**src/rtl/mc_ctl_pkg.sv**
```systemverilog
`default_nettype none
// ============================================================================
//  Module      : mc_ctl_pkg
//  Description : Shared definitions for the multi-cycle MIPS main control FSM.
//                Holds the opcode and ALUOp constants shared with alu_ctl, the
//                state encoding, and the bundled control-word type.
//  Revision    : 1.0 - initial release
// ============================================================================
package mc_ctl_pkg;

  // Opcode field IR[31:26] of the supported instructions
  localparam logic [5:0] OP_R    = 6'd0;
  localparam logic [5:0] OP_LW   = 6'd35;
  localparam logic [5:0] OP_SW   = 6'd43;
  localparam logic [5:0] OP_BEQ  = 6'd4;
  localparam logic [5:0] OP_J    = 6'd2;
  localparam logic [5:0] OP_ADDI = 6'd8;
  localparam logic [5:0] OP_ORI  = 6'd13;

  // ALUOp encoding understood by alu_ctl
  localparam logic [1:0] ALUOP_ADD   = 2'b00;
  localparam logic [1:0] ALUOP_SUB   = 2'b01;
  localparam logic [1:0] ALUOP_FUNCT = 2'b10;
  localparam logic [1:0] ALUOP_OR    = 2'b11;

  // Operand B select
  localparam logic [1:0] SRCB_B    = 2'b00;
  localparam logic [1:0] SRCB_FOUR = 2'b01;
  localparam logic [1:0] SRCB_IMM  = 2'b10;
  localparam logic [1:0] SRCB_BOFF = 2'b11;

  // PC source select
  localparam logic [1:0] PCSRC_ALU    = 2'b00;
  localparam logic [1:0] PCSRC_ALUOUT = 2'b01;
  localparam logic [1:0] PCSRC_JUMP   = 2'b10;

  // Controller states; 13..15 are unused encodings
  typedef enum logic [3:0] {
    S_RESET  = 4'd0,
    S_FETCH  = 4'd1,
    S_DECODE = 4'd2,
    S_MEMADR = 4'd3,
    S_MEMRD  = 4'd4,
    S_MEMWB  = 4'd5,
    S_MEMWR  = 4'd6,
    S_EXEC   = 4'd7,
    S_RWB    = 4'd8,
    S_BRANCH = 4'd9,
    S_JUMP   = 4'd10,
    S_IEXEC  = 4'd11,
    S_IWB    = 4'd12
  } state_e;

  // Datapath control word produced by the decoder
  typedef struct packed {
    logic       pc_write;
    logic       pc_write_cond;
    logic       iord;
    logic       mem_read;
    logic       mem_write;
    logic       ir_write;
    logic       mem_to_reg;
    logic       reg_dst;
    logic       reg_write;
    logic       alu_src_a;
    logic [1:0] alu_src_b;
    logic [1:0] alu_op;
    logic       ext_op;
    logic [1:0] pc_source;
  } ctl_t;

endpackage : mc_ctl_pkg
`default_nettype wire

```
**src/rtl/mc_ctl_dec.sv**
```systemverilog
`default_nettype none
// ============================================================================
//  Module      : mc_ctl_dec
//  Description : Purely combinational control decoder. Maps the current
//                controller state (plus op for IEXEC and mem_ready for the
//                Mealy fetch strobes) onto the datapath control word.
//  Revision    : 1.0 - initial release
// ============================================================================
module mc_ctl_dec
  import mc_ctl_pkg::*;
(
  input  state_e     state_i,
  input  logic [5:0] op_i,
  input  logic       mem_ready_i,
  output ctl_t       ctl_o
);

  // Control word per state; everything idle by default, sign-extend by default
  always_comb begin
    ctl_o        = '0;
    ctl_o.ext_op = 1'b1;
    case (state_i)
      S_RESET: begin
        ctl_o = '0;
      end
      S_FETCH: begin
        // PC <= PC+4 and IR load happen only on the completing cycle
        ctl_o.mem_read  = 1'b1;
        ctl_o.iord      = 1'b0;
        ctl_o.alu_src_a = 1'b0;
        ctl_o.alu_src_b = SRCB_FOUR;
        ctl_o.alu_op    = ALUOP_ADD;
        ctl_o.pc_source = PCSRC_ALU;
        ctl_o.ir_write  = mem_ready_i;
        ctl_o.pc_write  = mem_ready_i;
      end
      S_DECODE: begin
        // Branch target speculatively computed into ALUOut
        ctl_o.alu_src_a = 1'b0;
        ctl_o.alu_src_b = SRCB_BOFF;
        ctl_o.alu_op    = ALUOP_ADD;
      end
      S_MEMADR: begin
        ctl_o.alu_src_a = 1'b1;
        ctl_o.alu_src_b = SRCB_IMM;
        ctl_o.alu_op    = ALUOP_ADD;
        ctl_o.ext_op    = 1'b1;
      end
      S_MEMRD: begin
        ctl_o.mem_read = 1'b1;
        ctl_o.iord     = 1'b1;
      end
      S_MEMWB: begin
        ctl_o.reg_dst    = 1'b0;
        ctl_o.mem_to_reg = 1'b1;
        ctl_o.reg_write  = 1'b1;
      end
      S_MEMWR: begin
        ctl_o.mem_write = 1'b1;
        ctl_o.iord      = 1'b1;
      end
      S_EXEC: begin
        ctl_o.alu_src_a = 1'b1;
        ctl_o.alu_src_b = SRCB_B;
        ctl_o.alu_op    = ALUOP_FUNCT;
      end
      S_RWB: begin
        ctl_o.reg_dst    = 1'b1;
        ctl_o.mem_to_reg = 1'b0;
        ctl_o.reg_write  = 1'b1;
      end
      S_BRANCH: begin
        ctl_o.alu_src_a     = 1'b1;
        ctl_o.alu_src_b     = SRCB_B;
        ctl_o.alu_op        = ALUOP_SUB;
        ctl_o.pc_write_cond = 1'b1;
        ctl_o.pc_source     = PCSRC_ALUOUT;
      end
      S_JUMP: begin
        ctl_o.pc_write  = 1'b1;
        ctl_o.pc_source = PCSRC_JUMP;
      end
      S_IEXEC: begin
        // ori is a logical op and takes a zero-extended immediate
        ctl_o.alu_src_a = 1'b1;
        ctl_o.alu_src_b = SRCB_IMM;
        if (op_i == OP_ORI) begin
          ctl_o.alu_op = ALUOP_OR;
          ctl_o.ext_op = 1'b0;
        end else begin
          ctl_o.alu_op = ALUOP_ADD;
          ctl_o.ext_op = 1'b1;
        end
      end
      S_IWB: begin
        ctl_o.reg_dst    = 1'b0;
        ctl_o.mem_to_reg = 1'b0;
        ctl_o.reg_write  = 1'b1;
      end
      default: begin
        ctl_o = '0;
      end
    endcase
  end

endmodule : mc_ctl_dec
`default_nettype wire

```
**src/rtl/mc_ctl.sv**
```systemverilog
`default_nettype none
// ============================================================================
//  Module      : mc_ctl
//  Description : Multi-cycle main control FSM for the MIPS datapath. Owns the
//                state register, next-state logic, retired-instruction counter
//                and illegal-opcode pulse; output decoding is in mc_ctl_dec.
//  Revision    : 1.0 - initial release
// ============================================================================
module mc_ctl
  import mc_ctl_pkg::*;
#(
  parameter int COUNT_W = 32
) (
  input  logic               clk,
  input  logic               rst_n,
  input  logic [5:0]         op,
  input  logic               mem_ready,
  output logic               PCWrite,
  output logic               PCWriteCond,
  output logic               IorD,
  output logic               MemRead,
  output logic               MemWrite,
  output logic               IRWrite,
  output logic               MemtoReg,
  output logic               RegDst,
  output logic               RegWrite,
  output logic               ALUSrcA,
  output logic [1:0]         ALUSrcB,
  output logic [1:0]         ALUOp,
  output logic               ExtOp,
  output logic [1:0]         PCSource,
  output logic               illegal_op,
  output logic [COUNT_W-1:0] instr_count
);

  state_e             state_q;
  state_e             state_d;
  logic               retire;
  logic               illegal_d;
  logic               illegal_q;
  logic [COUNT_W-1:0] count_q;
  ctl_t               ctl;

  // Next state, plus which transitions retire an instruction or flag a bad op
  always_comb begin
    state_d   = S_FETCH;
    retire    = 1'b0;
    illegal_d = 1'b0;
    case (state_q)
      S_RESET:  state_d = S_FETCH;
      S_FETCH:  state_d = mem_ready ? S_DECODE : S_FETCH;
      S_DECODE: begin
        case (op)
          OP_R:            state_d = S_EXEC;
          OP_LW, OP_SW:    state_d = S_MEMADR;
          OP_BEQ:          state_d = S_BRANCH;
          OP_J:            state_d = S_JUMP;
          OP_ADDI, OP_ORI: state_d = S_IEXEC;
          default: begin
            // Unsupported opcode: abandon the instruction without retiring it
            state_d   = S_FETCH;
            illegal_d = 1'b1;
          end
        endcase
      end
      S_MEMADR: begin
        if (op == OP_LW) begin
          state_d = S_MEMRD;
        end else if (op == OP_SW) begin
          state_d = S_MEMWR;
        end else begin
          state_d = S_FETCH;
        end
      end
      S_MEMRD:  state_d = mem_ready ? S_MEMWB : S_MEMRD;
      S_MEMWB: begin
        state_d = S_FETCH;
        retire  = 1'b1;
      end
      S_MEMWR: begin
        // A store retires on the cycle its write is accepted
        state_d = mem_ready ? S_FETCH : S_MEMWR;
        retire  = mem_ready;
      end
      S_EXEC:   state_d = S_RWB;
      S_RWB: begin
        state_d = S_FETCH;
        retire  = 1'b1;
      end
      S_BRANCH: begin
        state_d = S_FETCH;
        retire  = 1'b1;
      end
      S_JUMP: begin
        state_d = S_FETCH;
        retire  = 1'b1;
      end
      S_IEXEC:  state_d = S_IWB;
      S_IWB: begin
        state_d = S_FETCH;
        retire  = 1'b1;
      end
      default:  state_d = S_FETCH;
    endcase
  end

  // State, illegal pulse and retire counter; async reset forces RESET so all
  // decoded strobes drop immediately, even in the middle of a memory access
  always_ff @(posedge clk or negedge rst_n) begin
    if (!rst_n) begin
      state_q   <= S_RESET;
      illegal_q <= 1'b0;
      count_q   <= '0;
    end else begin
      state_q   <= state_d;
      illegal_q <= illegal_d;
      if (retire) begin
        count_q <= count_q + COUNT_W'(1);
      end
    end
  end

  mc_ctl_dec u_dec (
    .state_i     (state_q),
    .op_i        (op),
    .mem_ready_i (mem_ready),
    .ctl_o       (ctl)
  );

  assign PCWrite     = ctl.pc_write;
  assign PCWriteCond = ctl.pc_write_cond;
  assign IorD        = ctl.iord;
  assign MemRead     = ctl.mem_read;
  assign MemWrite    = ctl.mem_write;
  assign IRWrite     = ctl.ir_write;
  assign MemtoReg    = ctl.mem_to_reg;
  assign RegDst      = ctl.reg_dst;
  assign RegWrite    = ctl.reg_write;
  assign ALUSrcA     = ctl.alu_src_a;
  assign ALUSrcB     = ctl.alu_src_b;
  assign ALUOp       = ctl.alu_op;
  assign ExtOp       = ctl.ext_op;
  assign PCSource    = ctl.pc_source;
  assign illegal_op  = illegal_q;
  assign instr_count = count_q;

endmodule : mc_ctl
`default_nettype wire

```
**config.mk**
```make
export PLATFORM = sky130hd
export DESIGN_NAME = mc_ctl
export DESIGN_NICKNAME = d
export VERILOG_FILES = /design/src/rtl/mc_ctl_pkg.sv /design/src/rtl/mc_ctl_dec.sv /design/src/rtl/mc_ctl.sv
export SDC_FILE = /design/constraint.sdc
export NUM_CORES = 1
export LEC_CHECK = 0
export BUFFER_PORTS_ARGS = -buffer_cell sky130_fd_sc_hd__buf_4
export CORE_AREA = 2 2 87 89
export CTS_BUF_LIST = sky130_fd_sc_hd__clkbuf_2 sky130_fd_sc_hd__clkbuf_4 sky130_fd_sc_hd__clkbuf_8
export DETAILED_ROUTE_END_ITERATION = 10
export DIE_AREA = 0 0 89 91
export HOLD_SLACK_MARGIN = 0.12
export MAX_ROUTING_LAYER = met4
export PLACE_DENSITY = 0.53
export REMOVE_ABC_BUFFERS = 1
export SETUP_SLACK_MARGIN = 0.1
export SLEW_MARGIN = 15
export SYNTH_ARGS = -nofsm -noshare
export SYNTH_HDL_FRONTEND = slang
export SYNTH_SLANG_ARGS = --single-unit
```
**constraint.sdc**
```tcl
create_clock -name clk -period 1.8 [get_ports clk]
set_input_delay 0.09 -clock clk [delete_from_list [all_inputs] [get_ports clk]]
set_output_delay 0.09 -clock clk [all_outputs]
set_load 0.005 [all_outputs]
```
---- After elaboration in Yosys (flattened, before gate mapping) ----
Cells that the tools add are included.
word-level totals
  word-level logic and storage cells ...... 51
  memories ................................ 0
  bits in registers ....................... 37
  ROM bits ................................ 0
  bits in writable memories ............... 0
  input bits .............................. 9
  output and inout bits ................... 50
  bits in latches ......................... 0
operators by class
  $add $sub $neg .......................... 1
  equal/unequal tests ..................... 18
  div/mod/pow operators ................... 0
  multiplexer cells ....................... 21
  multipliers ............................. 0
  shift-type cells ........................ 0
  order comparisons ....................... 0
  bitwise logic cells ..................... 0
  reduce and logical (&&, ||, !) cells .... 8
operators with widths
  operator                                                         count
  32-bit by 1-bit adder with 32-bit output, second input constant  1
  5-bit case mux with 6 select lines                               1
  4-bit case mux with 7 select lines                               1
  4-bit == test, second input constant                             5
  4-bit case mux with 5 select lines                               1
  4-bit by 3-bit == test with 1-bit output, second input constant  4
  6-bit by 4-bit == test with 1-bit output, second input constant  2
  6-bit == test, second input constant                             2
  3-bit 2-to-1 mux                                                 4
  11-bit OR reduction                                              1
  3-bit case mux with 3 select lines                               1
  4-bit by 2-bit == test with 1-bit output, second input constant  2
  1-bit 2-to-1 mux                                                 8
  2-bit OR reduction                                               4
  7-bit OR reduction                                               1
  6-bit by 2-bit == test with 1-bit output, second input constant  1
  6-bit by 3-bit == test with 1-bit output, second input constant  1
  6-bit zero test                                                  1
  1-bit case mux with 2 select lines                               3
  5-bit OR reduction                                               1
  4-bit by 1-bit == test with 1-bit output, second input constant  1
  2-bit case mux with 2 select lines                               1
  2-bit 2-to-1 mux                                                 1

---- Longest topological paths before layout ----
  depth after elaboration ................. 4
  gate-level depth with buffers ........... 7
  mapped depth without buffers ............ 5

---- Hierarchy ----
From an unflattened synthesis, not the netlist that was laid out.
unflattened totals
  cell total of the unflattened synthesis .. 223
  area total of the unflattened synthesis .. 2243.4 um^2
by module, submodules not included
  module      times used  seq. area each (um^2)  cells an instance  area an instance (um^2)
  mc_ctl      1           925.9                  182                1969.4
  mc_ctl_dec  1           0.0                    41                 274.0

---- Worst setup path after synthesis ----
OpenSTA, ideal clock, no wires.
  kind .................................... reg-to-reg
  from .................................... register state_q[0]
  to ...................................... register count_q[16], in the netlist instr_count[16]
  setup slack ............................. 0.162 ns
  data required time ...................... 1.675 ns
  arrival time ............................ 1.513 ns
  clock period less this slack ............ 1.638 ns
  cell stages (with the launch flop) ...... 7
  buffers on the path ..................... 1
  library setup time ...................... 0.125 ns
  cell sequence ........................... dfrtp_1 buf_2 nand3b_4 a21oi_2 o2111a_1 or3b_1 xnor2_1
between the ends
  cells in the longest elaborated chain, start to end .. 3
  elaborated cells on any way between the ends .. 8
  classes of those cells .................. eq/ne (6); mux (1); reduce/logical (1)
RTL lines
  element                                                                    RTL line       text
  start: declaration                                                         mc_ctl.sv:36   state_e state_q;
  start signal: assignment                                                   mc_ctl.sv:115  state_q <= state_d;
  4-bit by 3-bit == test with 1-bit output or 4-bit == test (tied branches)  mc_ctl.sv:49   case (state_q)
  5-bit OR reduction (no source line)                                        -
  1-bit case mux with 2 select lines *                                       mc_ctl.sv:49
  end signal: assignment                                                     mc_ctl.sv:118  count_q <= count_q + COUNT_W'(1);
  end: declaration                                                           mc_ctl.sv:41   logic [COUNT_W-1:0] count_q;
Mark *: on every way between the ends. The rest lies on a longest branch, timed or not.
A chain may end at the register's enable or synchronous reset.

---- Final worst setup path ----
  from .................................... register state_q[2]
  to ...................................... output port ALUOp[1]
between the ends
  cells in the longest elaborated chain, start to end .. 2
  elaborated cells on any way between the ends .. 7
  classes of those cells .................. eq/ne (6); mux (1)
RTL lines
  element                                      RTL line          text
  4-bit == test, or another cell as far along  mc_ctl_dec.sv:22  case (state_i)
  5-bit case mux with 6 select lines *         mc_ctl_dec.sv:22
  end: declaration                             mc_ctl.sv:29      output logic [1:0] ALUOp,
Marked as above.

==> flow_summary.json <==
{
  "initial_core_util": 0.292,
  "rsz0062_at_grt": "true",
  "cts_tree": "done",
  "grt_pass1_vias": 1812,
  "r2r-start": "state_q[1]$_DFF_PN0_",
  "seqCellArea_um2": 933,
  "num_rows": 31,
  "fin_crit_ps": 1670,
  "path_cells": "buf_6, nand2b_4, or3_4, a21oi_2, buf_4",
  "die_h_um": 91,
  "worstSetupPathType": "reg -> out",
  "r2r_end": "instr_count[16]$_DFFE_PN0P_",
  "antenna_found_initial": 0,
  "holdWs_ps": 133,
  "drc_errors": 0,
  "area_growth_pct": 40.8,
  "synth_compound_area_frac": 0.0800,
  "yosys-top-cells-area": "dfrtp_1 (44%), xnor2_1 (8.4%), xor2_1 (5.9%)",
  "path_clk_slew_ps": 70,
  "synth_area_leader_cell": "dfrtp_1",
  "ys_top_cells_by_count": "dfrtp_1 (37), nor2_1 (27), xnor2_1 (20)",
  "die_area_um2": 8100,
  "track_usage": 0.135,
  "io_buffer_count": 58,
  "hold_depth": 4,
  "drt_iter0_drc": 58,
  "worst-r2r-cell-count": 5,
  "drive_above_1_share": 0.366,
  "synth_top_area_frac": 0.445,
  "setup-tns-final_ps": 0,
  "synth_fa_ha_area_frac": 0.00601,
  "min_to": "state_q[3]$_DFF_PN0_",
  "setup_violations": 0,
  "yosys.area_share.simple": 0.284,
  "hp-start": "op[4]",
  "slew_headroom": 0.691,
  "synth_cells": 226,
  "muxShareOfSynthArea": 0.00541,
  "io_pins": 59,
  "synthArstFlopShare": 1.00,
  "cts_buffers": 5,
  "grt_max_degree": 38,
  "slew_viol_final": 0,
  "fmaxAchievable_ghz": 0.597,
  "core_area_um2": 7140,
  "hp-class": "in -> reg",
  "synth_top_family_by_area": "simple AND/OR/NAND/NOR gates",
  "detail-route-antenna-nets": 0,
  "clock_skew_ps": 4.11,
  "dp.cells": 386,
  "synth_xor_area_frac": 0.143,
  "cp_max_fo": 6,
  "synth.most_common_cell": "dfrtp_1",
  "power_per_cell_area_nw_per_um2": 790,
  "synth-edff-count": 0,
  "cts_buffer_depth": 2,
  "syn_area_per_cell_um2": 9.21,
  "worst_pin_slew_ps": 463,
  "slowest_delay_ps": 390,
  "firstDrtPassIters": 4,
  "required_ps": 1710,
  "place_congestion": 0.816,
  "total_leakage_power_nw": 1.40,
  "path_delay_family": "simple AND/OR/NAND/NOR gates",
  "clock-root-buffer": "clkbuf_8",
  "clock_latency_ps": 280,
  "yosysWarnings": 0,
  "ys.flop_type": "dfrtp_1",
  "fill_cells": 761,
  "finalHoldViolations": 0,
  "via_per_inst": 4.67,
  "fin_crit_sh": 0.930,
  "crit_path_end_kind": "primary output",
  "max_cap_violations": 0,
  "vias": 1879,
  "cp_slowest_cell": "dfrtp_1",
  "place_ws_ps": 164,
  "ys_ff_latch": 37,
  "netlist_area_um2": 2080,
  "seq_area_frac_synth": 0.445,
  "clock-sinks": 37,
  "timing.final.ws_setup_ps": 126,
  "synthDistinctLibCells": 44,
  "routed_wl_um": 5120,
  "vdd_ir_drop_max_v": 0.000391,
  "die_w_um": 89,
  "htreeDepth": 2,
  "worstPathArrival_ps": 1580,
  "critical_path_buf_inv_count": 2,
  "layout.cells.non_filler": 402,
  "cp-start-kind": "flip-flop",
  "multiInputGateArea_um2": 1120,
  "nNetsFinal": 313,
  "total_power_w": 0.00232,
  "run_status": "finished, final reports clean",
  "grt_pass1_wl_um": 8630,
  "grt-ovfl-total": 0,
  "antennaDiodeCount": 0,
  "hpwl_um": 3690,
  "rrSetupSlack_ps": 130,
  "routedWlPerCell_um": 12.7
}
-- layout by cell type, fill, tap and decap left out, types with 3 or more instances in the layout --
cell,instances
xor2_1,14
buf_4,78
nand3_1,19
dfrtp_1,31
xnor2_1,20
clkbuf_8,6
inv_1,4
or2_2,3
nand2_1,15
nor2_1,26
nand4_1,8
nor3_1,8
nand2b_1,4
o21ai_0,7
a21oi_2,3
nor2b_1,4
dfrtp_2,6
a21oi_1,4
buf_6,3
and3_1,4
-- power by group --
group	total [W]	switching, W	leakage (nW)	internal (W)
sequential	0.000981	0.0000810	0.483	0.000900
combinational	0.000736	0.000350	0.871	0.000386
clock	0.000599	0.000280	0.0477	0.000319
total	0.00232	0.000711	1.40	0.00161
-- worst reg2reg max path, cell delays in order, from the launching register on --
cell and delay (ps):
dfrtp_2 440, nand2b_1 180, a21oi_2 180, o2111a_1 260, or3b_1 370, xnor2_1 130
-- cell type report --
cell class | instances | share of cell area
multi-input cells | 172 | 0.382
flip-flops and latches | 37 | 0.319
repair buffers | 83 | 0.222
well taps | 99 | 0.0423
clock buffers | 7 | 0.0307
inverters | 4 | 0.00512
-- timing repair --
| action | 4_1_cts | 5_1_grt |
|---|---|---|
| pin swaps | 1 | 3 |
| gates resized for setup | 5 | 12 |
| endpoints found under the setup margin | 4 | 20 |
| endpoints found under the hold margin | 37 | 0 |
| buffers inserted | 1 | 7 |
| hold buffers | 1 | 0 |
| gates cloned | 0 | 0 |
-- registers in the layout, indices dropped and copies added, names as in the netlist --
register and cells:
state_q 4, illegal_op 1, instr_count 32
-- routing by layer --
layer  part of all wire  GRT usage  routed length [µm]
met5                  0          -                   0
met4             0.0053     0.0299                  27
met3              0.054     0.0327                 276
met2               0.47      0.208                2380
met1               0.48      0.181                2430
-- worst max-delay path by stage --
stage	start	to	slack, ps	cells past startpoint
2_1_floorplan	state_q[1]$_DFF_PN0_	instr_count[16]$_DFFE_PN0P_	-190	5
3_3_place_gp	state_q[1]$_DFF_PN0_	instr_count[16]$_DFFE_PN0P_	210	5
3_5_place_dp	state_q[1]$_DFF_PN0_	instr_count[16]$_DFFE_PN0P_	160	5
4_1_cts	state_q[1]$_DFF_PN0_	PCWrite	100	5
5_1_grt	state_q[1]$_DFF_PN0_	instr_count[16]$_DFFE_PN0P_	60	5
6_report	state_q[2]$_DFF_PN0_	ALUOp[1]	130	5
-- metrics by stage --
step,utilization,area (µm²)
after detailed placement,0.380,2710
after floorplan,-,2020
after global routing,0.411,2930
after CTS,0.397,2830
final,0.411,2930
after global placement,0.380,2710
-- cells by family (layout without fill, tap and decap cells) --
logic type,count (synthesis),count (layout)
fa+ha+maj,1,1
mux,1,1
xor+xnor,34,34
buf+inv,17,94
flops,37,37
compound gates,26,26
simple gates,110,110
No activity file was read; power rests on OpenSTA's default activity.
